===== config.mk =====
export PLATFORM = sky130hd
export DESIGN_NAME = sn76489_write_decoder
export DESIGN_NICKNAME = d
export VERILOG_FILES = /design/src/rtl/sn76489_write_decoder.sv
export SDC_FILE = /design/constraint.sdc
export NUM_CORES = 1
export LEC_CHECK = 0
export BUFFER_PORTS_ARGS = -buffer_cell sky130_fd_sc_hd__buf_2
export CAP_MARGIN = 15
export CORE_ASPECT_RATIO = 0.8
export CORE_MARGIN = 3
export CORE_UTILIZATION = 46
export DETAILED_ROUTE_END_ITERATION = 7
export PLACE_DENSITY = 0.84
export REMOVE_ABC_BUFFERS = 1
export SLEW_MARGIN = 30
export SYNTH_ARGS = -nofsm -noshare
export SYNTH_HDL_FRONTEND = slang
export SYNTH_SLANG_ARGS = --single-unit
export TNS_END_PERCENT = 10

===== constraint.sdc =====
create_clock -name clk -period 1.5 [get_ports clk]
set_input_delay 0.15 -clock clk [delete_from_list [all_inputs] [get_ports clk]]
set_output_delay 0.15 -clock clk [all_outputs]
set_load 0.02 [all_outputs]

===== src/rtl/sn76489_write_decoder.sv =====
// SN76489 host write port: latch/data byte decoder driving the attenuation, tone and noise registers.
// Optional READY busy handshake is built only when SN76489_READY_EN is defined.
module sn76489_write_decoder #(
  parameter int NUM_TONES                = 3,
  parameter int ATTENUATION_CONTROL_BITS = 4,
  parameter int FREQUENCY_COUNTER_BITS   = 10,
  parameter int NOISE_CONTROL_BITS       = 3,
  parameter int READY_CYCLES             = 32
) (
  input  logic                                           clk,
  input  logic                                           reset,
  input  logic [7:0]                                     data,
  input  logic                                           we,
  output logic                                           ready,
  output logic [(NUM_TONES+1)*ATTENUATION_CONTROL_BITS-1:0] attn,
  output logic [NUM_TONES*FREQUENCY_COUNTER_BITS-1:0]    tone_freq,
  output logic [NOISE_CONTROL_BITS-1:0]                  noise_ctrl,
  output logic                                           noise_reset
);

  localparam int NUM_CH = NUM_TONES + 1;
  localparam int ACB    = ATTENUATION_CONTROL_BITS;
  localparam int FCB    = FREQUENCY_COUNTER_BITS;
  localparam int NCB    = NOISE_CONTROL_BITS;

  if (FREQUENCY_COUNTER_BITS != 10) begin : g_bad_freq_bits
    $error("FREQUENCY_COUNTER_BITS must be 10");
  end
  if (READY_CYCLES < 1) begin : g_bad_ready_cycles
    $error("READY_CYCLES must be at least 1");
  end

  logic [ACB-1:0] attn_q [NUM_CH];
  logic [ACB-1:0] attn_d [NUM_CH];
  logic [FCB-1:0] tone_q [NUM_TONES];
  logic [FCB-1:0] tone_d [NUM_TONES];
  logic [NCB-1:0] noise_q, noise_d;
  logic [1:0]     latch_ch_q, latch_ch_d;
  logic           latch_type_q, latch_type_d;
  logic           noise_reset_q, noise_reset_d;
  logic           ready_int;
  logic           accept;
  logic [1:0]     tgt_ch;
  logic           tgt_type;

`ifdef SN76489_READY_EN
  localparam int CW = $clog2(READY_CYCLES + 1);
  logic [CW-1:0] busy_q, busy_d;

  // Acceptance only happens at count zero, so load and decrement never collide.
  always_comb begin
    busy_d = busy_q;
    if (accept) begin
      busy_d = CW'(READY_CYCLES);
    end else if (busy_q != '0) begin
      busy_d = busy_q - CW'(1);
    end
  end

  always_ff @(posedge clk) begin
    if (reset) begin
      busy_q <= '0;
    end else begin
      busy_q <= busy_d;
    end
  end

  assign ready_int = (busy_q == '0);
`else
  assign ready_int = 1'b1;
`endif

  always_comb begin
    accept   = we & ready_int & ~reset;
    // Data bytes reuse the last latched channel/type; latch bytes carry their own.
    tgt_ch   = data[7] ? data[6:5] : latch_ch_q;
    tgt_type = data[7] ? data[4]   : latch_type_q;

    for (int i = 0; i < NUM_CH; i++) begin
      attn_d[i] = attn_q[i];
    end
    for (int i = 0; i < NUM_TONES; i++) begin
      tone_d[i] = tone_q[i];
    end
    noise_d       = noise_q;
    latch_ch_d    = latch_ch_q;
    latch_type_d  = latch_type_q;
    noise_reset_d = 1'b0;

    if (accept) begin
      if (data[7]) begin
        latch_ch_d   = data[6:5];
        latch_type_d = data[4];
      end
      if (tgt_type) begin
        for (int i = 0; i < NUM_CH; i++) begin
          if (2'(i) == tgt_ch) begin
            attn_d[i] = data[ACB-1:0];
          end
        end
      end else if (tgt_ch == 2'(NUM_TONES)) begin
        noise_d       = data[NCB-1:0];
        noise_reset_d = 1'b1;
      end else begin
        for (int i = 0; i < NUM_TONES; i++) begin
          if (2'(i) == tgt_ch) begin
            tone_d[i] = data[7] ? {tone_q[i][9:4], data[3:0]}
                                : {data[5:0], tone_q[i][3:0]};
          end
        end
      end
    end
  end

  always_ff @(posedge clk) begin
    if (reset) begin
      for (int i = 0; i < NUM_CH; i++) begin
        attn_q[i] <= '1;
      end
      for (int i = 0; i < NUM_TONES; i++) begin
        tone_q[i] <= '0;
      end
      noise_q       <= '0;
      latch_ch_q    <= 2'd0;
      latch_type_q  <= 1'b0;
      noise_reset_q <= 1'b0;
    end else begin
      for (int i = 0; i < NUM_CH; i++) begin
        attn_q[i] <= attn_d[i];
      end
      for (int i = 0; i < NUM_TONES; i++) begin
        tone_q[i] <= tone_d[i];
      end
      noise_q       <= noise_d;
      latch_ch_q    <= latch_ch_d;
      latch_type_q  <= latch_type_d;
      noise_reset_q <= noise_reset_d;
    end
  end

  for (genvar gi = 0; gi < NUM_CH; gi++) begin : g_attn_out
    assign attn[gi*ACB +: ACB] = attn_q[gi];
  end
  for (genvar gi = 0; gi < NUM_TONES; gi++) begin : g_tone_out
    assign tone_freq[gi*FCB +: FCB] = tone_q[gi];
  end

  assign noise_ctrl  = noise_q;
  assign noise_reset = noise_reset_q;
  assign ready       = ready_int;

endmodule


==> results of run 1 <==
[where the power goes]
| part | total (mW) | internal (mW) | switching, mW |
|---|---|---|---|
| registers | 1.45 | 1.43 | 0.0178 |
| clock network | 0.923 | 0.485 | 0.438 |
| logic | 0.324 | 0.116 | 0.208 |
| total | 2.70 | 2.04 | 0.664 |
[worst paths after layout]
check,startpoint,end,slack [ps],depth (start not counted)
worst max-delay path,latch_ch_q[0],tone_q[0][24],-100,4
worst max register to register,latch_ch_q[0],tone_q[0][24],-100,4
worst min-delay path,we,latch_ch_q[0],90,2
worst min register to register,tone_q[0][28],tone_q[0][28],470,2
[timing repair]
item | CTS | global route
gates cloned | 1 | 0
gates resized for setup | 5 | 4
setup buffers | 1 | 0
pin swaps | 3 | 0
hold buffers | 0 | 0
endpoints found under the setup margin | 20 | 21
[registers in the layout, indices dropped and copies added (netlist names)]
| signal | flops |
|---|---|
| latch_ch_q | 2 |
| tone_q | 30 |
| latch_type_q | 1 |
| noise_ctrl | 3 |
| noise_reset | 1 |
| attn_q | 16 |
[per-layer routing]
metal | share of wire | global-route usage | up-vias
met5 | 0 | 0 | -
met4 | 0.0095 | 0.0723 | 0
met3 | 0.070 | 0.0566 | 5
met2 | 0.46 | 0.319 | 66
met1 | 0.46 | 0.268 | 955
li1 | - | - | 988
[cells by family after synthesis]
logic type,after synthesis,share of synthesized area
buf+inv,29,0.0602
other cells,1,0.00169
flops,53,0.477
compound gates,54,0.166
simple gates,65,0.164
mux,29,0.131
[layout make-up]
cell class | instances | area [sq um] | area share
sequential | 53 | 1060 | 0.377
multi-input combinational | 150 | 1050 | 0.372
timing repair buffer | 87 | 507 | 0.179
tap | 57 | 71.3 | 0.0252
clock buffer | 5 | 68.8 | 0.0244
clock inverter | 2 | 35.0 | 0.0124
inverter | 7 | 26.3 | 0.00930
[placed cells by master, fill, tap and decap left out, types with 2 or more instances in the layout]
cell type	synthesis	layout
buf_2	4	60
dfxtp_1	53	52
mux2i_1	28	28
buf_4	3	26
nor2_1	20	20
a21oi_1	18	18
nand4_1	12	12
nand2_1	11	11
o31ai_1	10	9
o21ai_0	8	8
inv_1	7	7
o41ai_1	6	6
clkbuf_8	0	5
nand3_1	4	4
or4b_4	1	3
o311ai_1	0	3
o311ai_0	6	3
or3_1	3	3
a211oi_1	3	3
nand2b_1	2	2
nor2b_1	2	2
and3b_1	2	2
[metrics by stage]
step | instances | hold slack (ps) | area, sq um | TNS [ps]
floorplan | 209 | 219 | 2120 | -3460
global placement | 352 | 380 | 2680 | -294
detailed placement | 352 | 386 | 2680 | -1370
CTS | 361 | 73.6 | 2820 | -457
global route | 361 | 85.4 | 2830 | -1140
finish | 361 | 90.4 | 2830 | -470
==> results.cfg, run 1 <==
[outcome]
status = finished, violations left
violations = negative setup slack

[pwr]
peakVddDrop_uv = 640
p_per_area_nw_per_um2 = 955
finalPower_mw = 2.70
p_leak_nw = 1.24

[job]
maxCapViolations = 0

[floorplanning]
die_w_um = 83.8
initial_core_util = 0.504
coreArea_sq_um = 4410
row_count = 21
die_h_um = 68.2
die_area_sq_um = 5710
ioPinCount = 62

[synthesis]
synthTopCellsByArea = dfxtp_1, mux2i_1, a21oi_1
synth_area_leader_cell = dfxtp_1
avgSynthCellArea_sq_um = 9.63
synthTopCellsByCount = dfxtp_1, mux2i_1, nor2_1, a21oi_1
synth_ff_type = dfxtp_1
synth.top_cell.area_share = 0.477
synthCells = 231
synth_area_sq_um = 2220
async_flop_share = 0
synth_warnings = 0
yosys.cell_types.count = 36
ys_seq_elements = 53
synth-edff-count = 0
ys_seq_area_frac = 0.477
yosysMostFrequentCell = dfxtp_1

[route]
vias = 2014
drt_iter0_markers = 134
totalWireLength_mm = 5.70
wire_per_inst_um = 15.8
vias_per_cell = 5.58
drc_errors = 0
drtAntennaViolNets = 0
first_pass_iters = 4

[place]
place.gp.congestion = 0.780
pre_cts_ws_ps = -155
hpwl_mm = 4.07
io_buffer_count = 60

[clocking]
cts-buffers-inserted = 5
max-clock-path-buffers = 2
numClockSinks = 53
htreeDepth = 2
clock_latency_ps = 310
cts_root_buffer = clkbuf_8
cts_tree = built
clk_pin_slew_worst_paths_ps = 90

[sta]
setup_viol = 8
max_freq_mhz = 626
hold_violations = 0
min_period_ps = 1600
maxSlewViolCount = 0
grt_setup_unrepaired = yes
fin_worst_skew_ps = 5.44
finalWorstSetupSlack_ps = -97.0
finalCritPeriodShare = 1.06

[global_route]
grt_pass1_vias = 1821
grt_overflow = 0
grt.total_usage = 0.202
grt_pass1_wl_mm = 9.01
antenna_found_initial = 0
grt_max_degree = 35

[worst_setup_path]
crit_required_ps = 1730
cp-start-kind = flip-flop
cp_max_fo = 6
cp_cell_sequence = or4b_4 > nor3b_4 > buf_6 > mux2i_1
cpPeakStageDelay_ps = 580
critPathBufInv = 1
crit_path_end_kind = flip-flop
critical_path.top_delay_family = simple AND/OR/NAND/NOR gates
criticalPathCategory = reg2reg
crit_arrival_ps = 1830
cp_slowest_cell = or4b_4

[finish]
area_delta_synth_final_pct = 27.0
n_antenna_cell = 0
layout-drive-gt1-share = 0.336
fin_util = 0.640
layout.nets = 315
fillers = 376

[hold_path]
min_path_type = in2reg
Power figures use the tool's default switching activity.
==> run 2: changes to the inputs <==
Settings changed: ABC_AREA set to 1, CORE_UTILIZATION 46 to 56, PLACE_DENSITY 0.84 to 0.93.
Clock period 1.5 ns to 1.9 ns, I/O delays scaled along.
==> run 2 against run 1 <==
Net effect:
- sequential share of layout area rose by 0.39 points
- critical path type unchanged
- clock power fell by 15%
- first-iteration DRC count decreased by 40%
- synthesized cell count up 40%
- critical endpoint is now attn_q[2][3]
- worst setup slack improved by 650 ps
- core utilization grew 6.9 points
- routed wire length fell by 8.1%
- global-route usage up 1.9 points
- the flow now finishes without violations
- sequential cell count is the same
- clock skew up 1.4 ps
- via count increased by 3.6%
==> results.cfg, run 2 <==
[synthesis]
async_flop_share = 0
yosys.cell_types.count = 23
synth-edff-count = 0
ys_seq_elements = 53
synthTopCellsByArea = dfxtp_1, nand2_1, nor2_1
synth_ff_type = dfxtp_1
avgSynthCellArea_sq_um = 7.36
synth_warnings = 0
yosysMostFrequentCell = nand2_1
ys_seq_area_frac = 0.447
synth.top_cell.area_share = 0.447
synth_area_sq_um = 2380
synthCells = 323
synthTopCellsByCount = nand2_1, nor2_1, dfxtp_1, inv_1, nand3_1
synth_area_leader_cell = dfxtp_1

[route]
met2_length_mm = 2.41
drt_iter0_markers = 80
wire_per_inst_um = 12.1
top_layer_used = met4
vias_per_cell = 4.81
drc_errors = 0
wl_met1_mm = 2.22
wl_met3_um = 545
vias = 2087
totalWireLength_mm = 5.24
first_pass_iters = 4
drtAntennaViolNets = 0

[job]
maxCapViolations = 0

[worst_setup_path]
criticalPathCategory = reg2reg
crit_arrival_ps = 1530
cp_cell_sequence = inv_1 > nor2_2 > nor2_8 > nor3_2 > inv_2 > nand2_1 > nand3_1
cp_slowest_cell = dfxtp_1
critPathBufInv = 2
cp_max_fo = 5
cpPeakStageDelay_ps = 320
crit_path_end_kind = flip-flop
critical_path.top_delay_family = simple AND/OR/NAND/NOR gates
ff2ff_setup_slack_ps = 550
crit_required_ps = 2080
cp-start-kind = flip-flop

[pwr]
p_per_area_nw_per_um2 = 783
p_leak_nw = 1.54
peakVddDrop_uv = 591
finalPower_mw = 2.18

[hold_path]
min_path_type = in2reg

[finish]
fin_util = 0.709
n_antenna_cell = 0
layout.nets = 389
layout_commonest_cell = nand2_1
largest_register = tone_q
fillers = 334
postLayoutCellArea_sq_um = 2790
area_delta_synth_final_pct = 17.3
largest_reg_flops = 30
layout-drive-gt1-share = 0.264
layout_common_cells = nand2_1, nor2_1, buf_2, dfxtp_1, inv_1

[outcome]
status = finished clean

[place]
post_dp_cell_area_sq_um = 2670
io_buffer_count = 60
place.gp.congestion = 0.830
hpwl_mm = 3.60

[sta]
setup_viol = 0
finalCritPeriodShare = 0.709
maxSlewViolCount = 0
whs_ps = 194
grt_setup_unrepaired = no
tns_ps = 0
min_period_ps = 1350
fin_worst_skew_ps = 6.87
max_freq_mhz = 742
hold_violations = 0

[clocking]
cts_root_buffer = clkbuf_8
cts_tree = built
clock_latency_ps = 310
post_cts_resized = 0
cts-buffers-inserted = 5
clk_pin_slew_worst_paths_ps = 90
hold_buffers = 0
post-cts-setup-buffers = 0
htreeDepth = 2
max-clock-path-buffers = 2
numClockSinks = 53

[floorplanning]
die_h_um = 64.3
die_w_um = 78.8
coreArea_sq_um = 3930
initial_core_util = 0.605
row_count = 20
die_area_sq_um = 5070
ioPinCount = 62

[global_route]
grt_pass1_vias = 1993
grt_overflow = 0
grt.total_usage = 0.221
grt_max_degree = 51
antenna_found_initial = 0
grt_pass1_wl_mm = 8.89
run 2: cell types whose count changed after synthesis, moves of 8 or more:
cell     previous run  this run
inv_1               7        38
nand2_1            11        95
nor2_1             20        67
o31ai_1            10         0
mux2i_1            28         0
inv_2               0         8
nand3_1             4        16
a21oi_1            18         2
nand4_1            12         0
run 2: final timing paths:
kind,start,to,cells after the start
max,latch_ch_q[1],attn_q[2][3],7
min,we,latch_type_q,3
max reg2reg,latch_ch_q[1],attn_q[2][3],7
min reg2reg,attn_q[0][1],attn_q[0][1],2
run 2: kinds of logic (layout without fill, tap and decap cells):
| kind of cell | after synthesis | in the layout | synth area share |
|---|---|---|---|
| buf+inv | 60 | 116 | 0.111 |
| other cells | 1 | 1 | 0.00158 |
| flops | 53 | 53 | 0.447 |
| simple gates | 199 | 199 | 0.411 |
| compound gates | 10 | 10 | 0.0305 |
run 2: area by class of cell:
cell class,count,area [sq um],area share
inverter,46,173,0.0620
clock buffer,7,86.3,0.0310
tap,55,68.8,0.0247
sequential,53,1060,0.381
clock inverter,1,30.0,0.0108
multi-input combinational,210,1050,0.378
timing repair buffer,62,315,0.113
run 2: worst min-delay path, cell delays in order:
cell     delay, ps
buf_2          110
o21ai_0         70
nor2_1          90
run 2: per-stage QoR:
step	setup slack, ps	instances
6_report	553	434
5_1_grt	421	434
4_1_cts	551	434
3_5_place_dp	281	426
3_3_place_gp	359	426
2_1_floorplan	261	309
run 2: power breakdown:
part	internal (mW)	total (mW)	switching (mW)
logic	0.0698	0.250	0.180
registers	1.14	1.15	0.0132
clock network	0.430	0.780	0.350
total	1.64	2.18	0.544
run 2: routing by layer:
layer  up-vias  GRT usage
li1       1066          -
met1       926      0.272
met2        86      0.373
met3         9     0.0592
met4         0     0.0773
met5         -          0
